===== src/rtl/cam_frame_wr_if.sv =====
// rtl/cam_frame_wr_if.sv - frame writer handshake bundle (pixel FIFO, burst arbiter, frame control)
interface cam_frame_wr_if;
  logic        frame_req;
  logic        frame_req_ack;
  logic [10:0] fifo_rd_cnt;
  logic        fifo_rd_en;
  logic        burst_req;
  logic        burst_ack;
  logic [27:0] burst_addr;
  logic [7:0]  burst_len;
  logic        burst_data_req;
  logic        burst_done;
  logic [1:0]  rd_frame_idx;
  logic [1:0]  wr_frame_idx;
  logic        frame_done;
  logic        frame_drop;

  modport master (
    input  frame_req, fifo_rd_cnt, burst_ack, burst_data_req, burst_done, rd_frame_idx,
    output frame_req_ack, fifo_rd_en, burst_req, burst_addr, burst_len, wr_frame_idx,
           frame_done, frame_drop
  );

  modport slave (
    output frame_req, fifo_rd_cnt, burst_ack, burst_data_req, burst_done, rd_frame_idx,
    input  frame_req_ack, fifo_rd_en, burst_req, burst_addr, burst_len, wr_frame_idx,
           frame_done, frame_drop
  );
endinterface


===== src/rtl/cam_frame_wr_ctrl.sv =====
// rtl/cam_frame_wr_ctrl.sv - triple-buffered camera frame writer: FIFO -> memory bursts
module cam_frame_wr_ctrl #(
  parameter logic [27:0] BASE_ADDR    = 28'h0000000,
  parameter logic [27:0] FRAME_STRIDE = 28'h0100000,
  parameter int unsigned FRAME_WORDS  = 786432,
  parameter int unsigned BURST_LEN    = 64
) (
  input  logic            clk,
  input  logic            rst_n,
  cam_frame_wr_if.master  bus
);

  localparam logic [27:0] FRAME_WORDS_W = 28'(FRAME_WORDS);
  localparam logic [27:0] BURST_W       = 28'(BURST_LEN);
  localparam logic [27:0] BUF1_ADDR     = BASE_ADDR + FRAME_STRIDE;
  localparam logic [27:0] BUF2_ADDR     = BASE_ADDR + FRAME_STRIDE + FRAME_STRIDE;

  typedef enum logic [2:0] {
    S_IDLE, S_ACK, S_WAIT_DATA, S_REQ, S_XFER, S_NEXT
  } state_e;

  state_e      state_q, state_d;
  logic [27:0] word_cnt_q, word_cnt_d;
  logic [27:0] addr_q, addr_d;
  logic [7:0]  len_q, len_d;
  logic [1:0]  wr_idx_q, wr_idx_d;

  logic [27:0] remain;
  logic [27:0] len_full;
  logic [27:0] frame_base;
  logic [1:0]  idx_p1, idx_p2;
  logic        frame_complete;

  always_comb begin
    remain         = FRAME_WORDS_W - word_cnt_q;
    len_full       = (remain < BURST_W) ? remain : BURST_W;
    frame_complete = (word_cnt_q == FRAME_WORDS_W);
    case (wr_idx_q)
      2'd0:    frame_base = BASE_ADDR;
      2'd1:    frame_base = BUF1_ADDR;
      default: frame_base = BUF2_ADDR;
    endcase
    // (idx+1) mod 3 and (idx+2) mod 3; the latter skips the buffer on display
    idx_p1 = (wr_idx_q == 2'd2) ? 2'd0 : wr_idx_q + 2'd1;
    idx_p2 = (wr_idx_q == 2'd0) ? 2'd2 : wr_idx_q - 2'd1;
  end

  always_comb begin
    state_d            = state_q;
    word_cnt_d         = word_cnt_q;
    addr_d             = addr_q;
    len_d              = len_q;
    wr_idx_d           = wr_idx_q;
    bus.frame_req_ack  = 1'b0;
    bus.fifo_rd_en     = 1'b0;
    bus.burst_req      = 1'b0;
    bus.frame_done     = 1'b0;
    bus.frame_drop     = 1'b0;

    case (state_q)
      S_IDLE: begin
        if (bus.frame_req) state_d = S_ACK;
      end
      S_ACK: begin
        bus.frame_req_ack = 1'b1;
        wr_idx_d          = (idx_p1 == bus.rd_frame_idx) ? idx_p2 : idx_p1;
        word_cnt_d        = 28'd0;
        state_d           = S_WAIT_DATA;
      end
      S_WAIT_DATA: begin
        if (bus.frame_req) begin
          bus.frame_drop = 1'b1;
          state_d        = S_ACK;
        end else if ({17'd0, bus.fifo_rd_cnt} >= len_full) begin
          addr_d  = frame_base + word_cnt_q;
          len_d   = len_full[7:0];
          state_d = S_REQ;
        end
      end
      S_REQ: begin
        bus.burst_req = 1'b1;
        if (bus.burst_ack) state_d = S_XFER;
      end
      S_XFER: begin
        bus.fifo_rd_en = bus.burst_data_req;
        if (bus.burst_done) begin
          word_cnt_d = word_cnt_q + {20'd0, len_q};
          state_d    = S_NEXT;
        end
      end
      S_NEXT: begin
        // a completed frame takes precedence; a pending request is served from IDLE
        if (frame_complete) begin
          bus.frame_done = 1'b1;
          state_d        = S_IDLE;
        end else if (bus.frame_req) begin
          bus.frame_drop = 1'b1;
          state_d        = S_ACK;
        end else begin
          state_d = S_WAIT_DATA;
        end
      end
      default: state_d = S_IDLE;
    endcase
  end

  assign bus.burst_addr   = addr_q;
  assign bus.burst_len    = len_q;
  assign bus.wr_frame_idx = wr_idx_q;

  always_ff @(posedge clk or negedge rst_n) begin
    if (!rst_n) begin
      state_q    <= S_IDLE;
      word_cnt_q <= 28'd0;
      addr_q     <= 28'd0;
      len_q      <= 8'd0;
      wr_idx_q   <= 2'd2;
    end else begin
      state_q    <= state_d;
      word_cnt_q <= word_cnt_d;
      addr_q     <= addr_d;
      len_q      <= len_d;
      wr_idx_q   <= wr_idx_d;
    end
  end

endmodule


===== src/flat_wrapper.sv =====
// flat-port wrapper written by rule: the top's interface ports become plain ports
module cam_frame_wr_ctrl_flat 
#(
  parameter logic [27:0] BASE_ADDR    = 28'h0000000,
  parameter logic [27:0] FRAME_STRIDE = 28'h0100000,
  parameter int unsigned FRAME_WORDS  = 786432,
  parameter int unsigned BURST_LEN    = 64
)
  (clk, rst_n, bus_frame_req, bus_fifo_rd_cnt, bus_burst_ack, bus_burst_data_req, bus_burst_done, bus_rd_frame_idx, bus_frame_req_ack, bus_fifo_rd_en, bus_burst_req, bus_burst_addr, bus_burst_len, bus_wr_frame_idx, bus_frame_done, bus_frame_drop);
  cam_frame_wr_if bus_i ();
  input  logic clk;
  input  logic rst_n;
  input wire logic [$bits(bus_i.frame_req)-1:0] bus_frame_req;
  input wire logic [$bits(bus_i.fifo_rd_cnt)-1:0] bus_fifo_rd_cnt;
  input wire logic [$bits(bus_i.burst_ack)-1:0] bus_burst_ack;
  input wire logic [$bits(bus_i.burst_data_req)-1:0] bus_burst_data_req;
  input wire logic [$bits(bus_i.burst_done)-1:0] bus_burst_done;
  input wire logic [$bits(bus_i.rd_frame_idx)-1:0] bus_rd_frame_idx;
  output wire logic [$bits(bus_i.frame_req_ack)-1:0] bus_frame_req_ack;
  output wire logic [$bits(bus_i.fifo_rd_en)-1:0] bus_fifo_rd_en;
  output wire logic [$bits(bus_i.burst_req)-1:0] bus_burst_req;
  output wire logic [$bits(bus_i.burst_addr)-1:0] bus_burst_addr;
  output wire logic [$bits(bus_i.burst_len)-1:0] bus_burst_len;
  output wire logic [$bits(bus_i.wr_frame_idx)-1:0] bus_wr_frame_idx;
  output wire logic [$bits(bus_i.frame_done)-1:0] bus_frame_done;
  output wire logic [$bits(bus_i.frame_drop)-1:0] bus_frame_drop;
  assign bus_i.frame_req = bus_frame_req;
  assign bus_i.fifo_rd_cnt = bus_fifo_rd_cnt;
  assign bus_i.burst_ack = bus_burst_ack;
  assign bus_i.burst_data_req = bus_burst_data_req;
  assign bus_i.burst_done = bus_burst_done;
  assign bus_i.rd_frame_idx = bus_rd_frame_idx;
  assign bus_frame_req_ack = bus_i.frame_req_ack;
  assign bus_fifo_rd_en = bus_i.fifo_rd_en;
  assign bus_burst_req = bus_i.burst_req;
  assign bus_burst_addr = bus_i.burst_addr;
  assign bus_burst_len = bus_i.burst_len;
  assign bus_wr_frame_idx = bus_i.wr_frame_idx;
  assign bus_frame_done = bus_i.frame_done;
  assign bus_frame_drop = bus_i.frame_drop;
  cam_frame_wr_ctrl #(.BASE_ADDR(BASE_ADDR), .FRAME_STRIDE(FRAME_STRIDE), .FRAME_WORDS(FRAME_WORDS), .BURST_LEN(BURST_LEN)) u_core (.clk(clk), .rst_n(rst_n), .bus(bus_i));
endmodule

===== config.mk =====
export PLATFORM = sky130hd
export DESIGN_NAME = cam_frame_wr_ctrl_flat
export DESIGN_NICKNAME = d
export VERILOG_FILES = /design/src/rtl/cam_frame_wr_if.sv /design/src/rtl/cam_frame_wr_ctrl.sv /design/src/flat_wrapper.sv
export SDC_FILE = /design/constraint.sdc
export NUM_CORES = 1
export LEC_CHECK = 0
export ABC_AREA = 1
export CAP_MARGIN = 5
export CORE_ASPECT_RATIO = 0.6
export CORE_MARGIN = 2
export CORE_UTILIZATION = 61
export CTS_CLUSTER_DIAMETER = 120
export DETAILED_ROUTE_END_ITERATION = 8
export HOLD_SLACK_MARGIN = 0.06
export PLACE_DENSITY = 0.95
export SKIP_LAST_GASP = 1
export SYNTH_ARGS = -nofsm -noshare
export SYNTH_HDL_FRONTEND = slang
export SYNTH_SLANG_ARGS = --single-unit

===== constraint.sdc =====
create_clock -name clk -period 7.3 [get_ports clk]
set_input_delay 2.19 -clock clk [delete_from_list [all_inputs] [get_ports clk]]
set_output_delay 2.19 -clock clk [all_outputs]
set_load 0.02 [all_outputs]

After elaboration in Yosys (flattened, before gate mapping)
Index checks and enable logic that the tools add are counted.

Logic and storage cells: 55. Output and inout port bits: 43. Flip-flop bits (word level): 69.

Add/sub/neg operators: 5. Bitwise logic cells: 1. Magnitude comparators: 2. Equal/unequal tests: 13. Reductions and logical operators: 6. Multiplexer cells: 23.

Operators by type and width (count): 28-bit 2-to-1 mux (2); 28-bit case mux with 2 select lines (1); 22-bit case mux with 2 select lines (1); 22-bit by 28-bit adder with 28-bit output (1); 28-bit by 8-bit adder with 28-bit output (1); 28-bit by 20-bit equality test with 1-bit output, second input constant (1); 11-bit by 28-bit >= comparator with 1-bit output (1); 28-bit by 7-bit less-than comparator with 1-bit output, second input constant (1); 20-bit by 28-bit subtractor with 28-bit output, first input constant (1); 3-bit 2-to-1 mux (6); 3-bit case mux with 6 select lines (1); 2-bit 2-to-1 mux (4); 1-bit 2-to-1 mux (7); 3-bit by 2-bit equality test with 1-bit output, second input constant (2); 3-bit equality test, second input constant (2); 2-bit != test, second input constant (3); 4-bit AND reduction (1); 3-bit by 1-bit equality test with 1-bit output, second input constant (1); 3-bit logical NOT (1); 3-bit by 2-bit != test with 1-bit output, second input constant (1); 3-bit AND reduction (1); 2-bit by 1-bit adder with 2-bit output, second input constant (1); 2-bit by 1-bit equality test with 1-bit output, second input constant (1); 2-bit equality test (1); 7 further kinds (7).

Logic depth before layout (Yosys ltp)
Word-level depth: 7. Depth in mapped cells: 24.

Least setup slack after synthesis
Ideal clock, no wire load.

Path type: input port to output port. From: input bus_frame_req. To: output bus_frame_drop. Slack: 2.401 ns. Stages: 2. Buffers on the path: 0. Data required time: 5.110 ns. Arrival time: 2.709 ns. Path through: inv_1 o21ai_0.

Longest elaborated chain between the ends: 3.

Ends and longest elaborated chain: start: declaration (line flat_wrapper.sv:13) `input wire logic [$bits(bus_i.frame_req)-1:0] bus_frame_req;`; 1-bit 2-to-1 mux (*) (line cam_frame_wr_ctrl.sv:71, cam_frame_wr_ctrl.sv:96); 1-bit 2-to-1 mux (line cam_frame_wr_ctrl.sv:93) `if (frame_complete) begin`; 1-bit case mux with 2 select lines (*) (line cam_frame_wr_ctrl.sv:60) `case (state_q)`; end: declaration (line flat_wrapper.sv:26) `output wire logic [$bits(bus_i.frame_drop)-1:0] bus_frame_drop;`.

Every way passes the cells marked *; elsewhere a longest branch is shown, timed or not.

Worst setup path after layout
Ends and elaborated chain as after synthesis.

==> flow_summary_export.csv <==
group,metric,value,unit
drt,vias_per_cell,6.008,
placed_design,port_buffers,61,
cells_and_area,syn2layout_area_growth,20.47,%
floorplan,boundaryPins,62,
clock_network,cts-hold-fix-buffers,0,
timing,final_hold_viol_count,0,
grt,antenna_found_initial,0,
clock_network,clkTransAtPathRegs,0.06,ns
floorplan,core-area,7883,um^2
yosys,ys_seq_area_share,34.72,%
power,pwr-share-comb,48.4,%
hold_path,worst_hold_path_type,"reg2reg",
power,vdd.ir_drop.worst,0.2373,mV
setup_path,setup.worst_path.start_class,"input pin",
drt,wire_per_inst,17.46,um
yosys,synth-seq-cells,69,
setup_path,required,5.11,ns
power,p_leak,2.945,nW
timing,whs,0.4833,ns
clock_network,ctsResizeCount,0,
yosys,ys.warnings.count,0,
timing,timing.setup.tns,0,ns
grt,grt_usage,35.70,%
cells_and_area,post-route-util,76.05,%
drt,dr.pass1.iters,5,
floorplan,start_util,63.13,%
timing,rsz0062_at_grt,"no",
grt,grt_pass1_vias,4862,
placed_design,hpwl,10990,um
cells_and_area,multi_input_area,2875,um^2
drt,drt-total-wl,14960,um
yosys,async_reset_ff_share,100.0,%
timing,final.setup_skew,0.005759,ns
power,power_density,327.5,nW/um^2
grt,grt_max_degree,70,
job,drv_cap,0,
cells_and_area,diodes,0,
yosys,synth_edf_count,0,
cells_and_area,register_area,1728,um^2
setup_path,cp_max_fo,4,
yosys,synth_flop_cell,"dfrtp_1",
setup_path,arrival,3.60,ns
drt,route.detailed.drc,0,
timing,final.min_clock_period,5.789,ns
power,seq_power_share,26.9,%
floorplan,die-width,120.6,um
clock_network,cts_tree,"done",
setup_path,critPathKind,"in2out",
clock_network,numCtsBuffers,9,
floorplan,rows,25,
power,sw_frac_of_total,43.32,%
clock_network,cts_setup_buffers,0,
cells_and_area,final_common_cell,"nand2_1",
timing,max_slew.worst_pin.slew,0.9042,ns
timing,setup_viol,0,
power,p_clk_share,24.8,%
floorplan,dieArea,8920,um^2
yosys,syn_inst,683,
clock_network,clock_latency,0.35,ns
cells_and_area,drive_above_1_share,10.01,%
floorplan,die_y,73.96,um
grt,grt_pass1_wl,24340,um
drt,vias,5149,
drt,drt_iter0_markers,628,
yosys,synth.avg_cell_area,7.286,um^2
yosys,netlist-cell-type-count,49,
timing,maxSlewViolCount,0,
drt,drtAntennaViolNets,0,
yosys,synth_area,4976,um^2
clock_network,max-clock-path-buffers,2,
placed_design,gp_congestion,0.9187,
clock_network,h-tree-depth,3,
outcome,status,"completed",
grt,grt_overflow_total,0,
setup_path,cp-end-kind,"primary output",
timing,fmax,172.7,MHz
clock_network,cts.sinks,69,
clock_network,clockRootBuffer,"clkbuf_16",
cells_and_area,final_cell_mix,"164 x nand2_1, 72 x inv_1, 68 x dfrtp_1",
timing,max_slew_margin,39.72,%
power,p_sw,0.0008504,W
cells_and_area,nFillCells,627,
timing,period_share,79.31,%
power,cellInternalPower,0.001112,W
cells_and_area,layout.nets,790,
cell type report:
class                           count  area share, %
Clock buffer                       12          4.279
Clock inverter                      4          1.169
Inverter                           81          5.155
Multi-Input combinational cell    520          47.96
Sequential cell                    69          28.82
Tap cell                          108          2.254
Timing Repair Buffer               63          10.35
final timing paths:
check	from	to	cells after the start	slack [ns]
setup reg to reg	u_core.word_cnt_q[1]	u_core.bus.burst_len[2]	24	2.13
hold / removal	u_core.bus.burst_addr[16]	u_core.bus.burst_addr[16]	2	0.48
hold reg to reg	u_core.bus.burst_addr[16]	u_core.bus.burst_addr[16]	2	0.48
min in group asynchronous	rst_n	u_core.bus.burst_addr[4]	2	2.05
setup / recovery	bus_frame_req	bus_frame_drop	4	1.51
max in group asynchronous	rst_n	u_core.word_cnt_q[8]	2	4.65
worst max-delay path, stage by stage:
cell and delay [ns]:
clkdlybuf4s50_1 0.52, inv_1 0.07, o21ai_0 0.18, clkdlybuf4s50_1 0.63
power groups by stage:
stage | logic [W] | registers [W] | clock network [W]
6_report | 0.000949 | 0.000527 | 0.000486
5_1_grt | 0.00104 | 0.000536 | 0.000507
4_1_cts | 0.000930 | 0.000527 | 0.000486
3_5_place_dp | 0.000918 | 0.000531 | 0
2_1_floorplan | 0.000547 | 0.000591 | 0
3_3_place_gp | 0.000887 | 0.000526 | 0
cell families after synthesis:
kind of cell / share of synthesized area [%]
XOR/XNOR: 3.168
adder cells (fa/ha/maj): 7.091
buffers and inverters: 7.719
other: 0.07536
flip-flops: 34.72
AO/OA/AOI/OAI: 11.89
AND/OR/NAND/NOR: 35.33
cell usage after synthesis, types with 3 or more instances:
| cell | instances | area share, % |
|---|---|---|
| nor4_1 | 3 | 0.38 |
| a21oi_1 | 27 | 2.7 |
| xnor2_1 | 3 | 0.53 |
| inv_1 | 72 | 5.4 |
| inv_2 | 7 | 0.53 |
| o22ai_1 | 6 | 0.75 |
| clkbuf_1 | 9 | 0.68 |
| nand3_1 | 45 | 4.5 |
| o31ai_1 | 4 | 0.60 |
| nand2_2 | 17 | 2.1 |
| nor3_1 | 14 | 1.4 |
| ha_1 | 25 | 6.3 |
| nand4_1 | 20 | 2.5 |
| nor2_8 | 3 | 1.2 |
| o21ai_1 | 4 | 0.40 |
| xor2_1 | 15 | 2.6 |
| dfrtp_1 | 68 | 34 |
| nor2_1 | 62 | 4.7 |
| nor2_2 | 13 | 1.6 |
| o21ai_0 | 54 | 5.4 |
| nand2_1 | 164 | 12 |
| nor2_4 | 4 | 0.91 |
| a31oi_1 | 3 | 0.38 |
| buf_2 | 6 | 0.60 |
| nand3_2 | 5 | 1.0 |
layer usage:
layer,up-vias,GRT usage (%),routed length [um]
li1,2363,-,-
met1,2447,47.96,6328
met2,290,55.24,6601
met3,49,10.81,1632
met4,0,13.95,399
met5,-,0,0
state kept, by name, indices dropped and copies added, names as in the netlist:
signal                   count
u_core.bus.wr_frame_idx      2
u_core.bus.burst_addr       28
u_core.bus.burst_len         8
u_core.state_q               3
u_core.word_cnt_q           28
through the flow:
stage | instance area, um^2 | total power, W | worst slack [ns] | cells
floorplan | 4987 | 0.001138 | 2.401 | 686
global placement | 5668 | 0.001413 | 1.563 | 841
detailed placement | 5668 | 0.001449 | 1.504 | 841
CTS | 5995 | 0.001943 | 1.481 | 857
global route | 5995 | 0.002079 | 1.380 | 857
finish | 5995 | 0.001963 | 1.511 | 857
(Power assumes the default switching activity.)
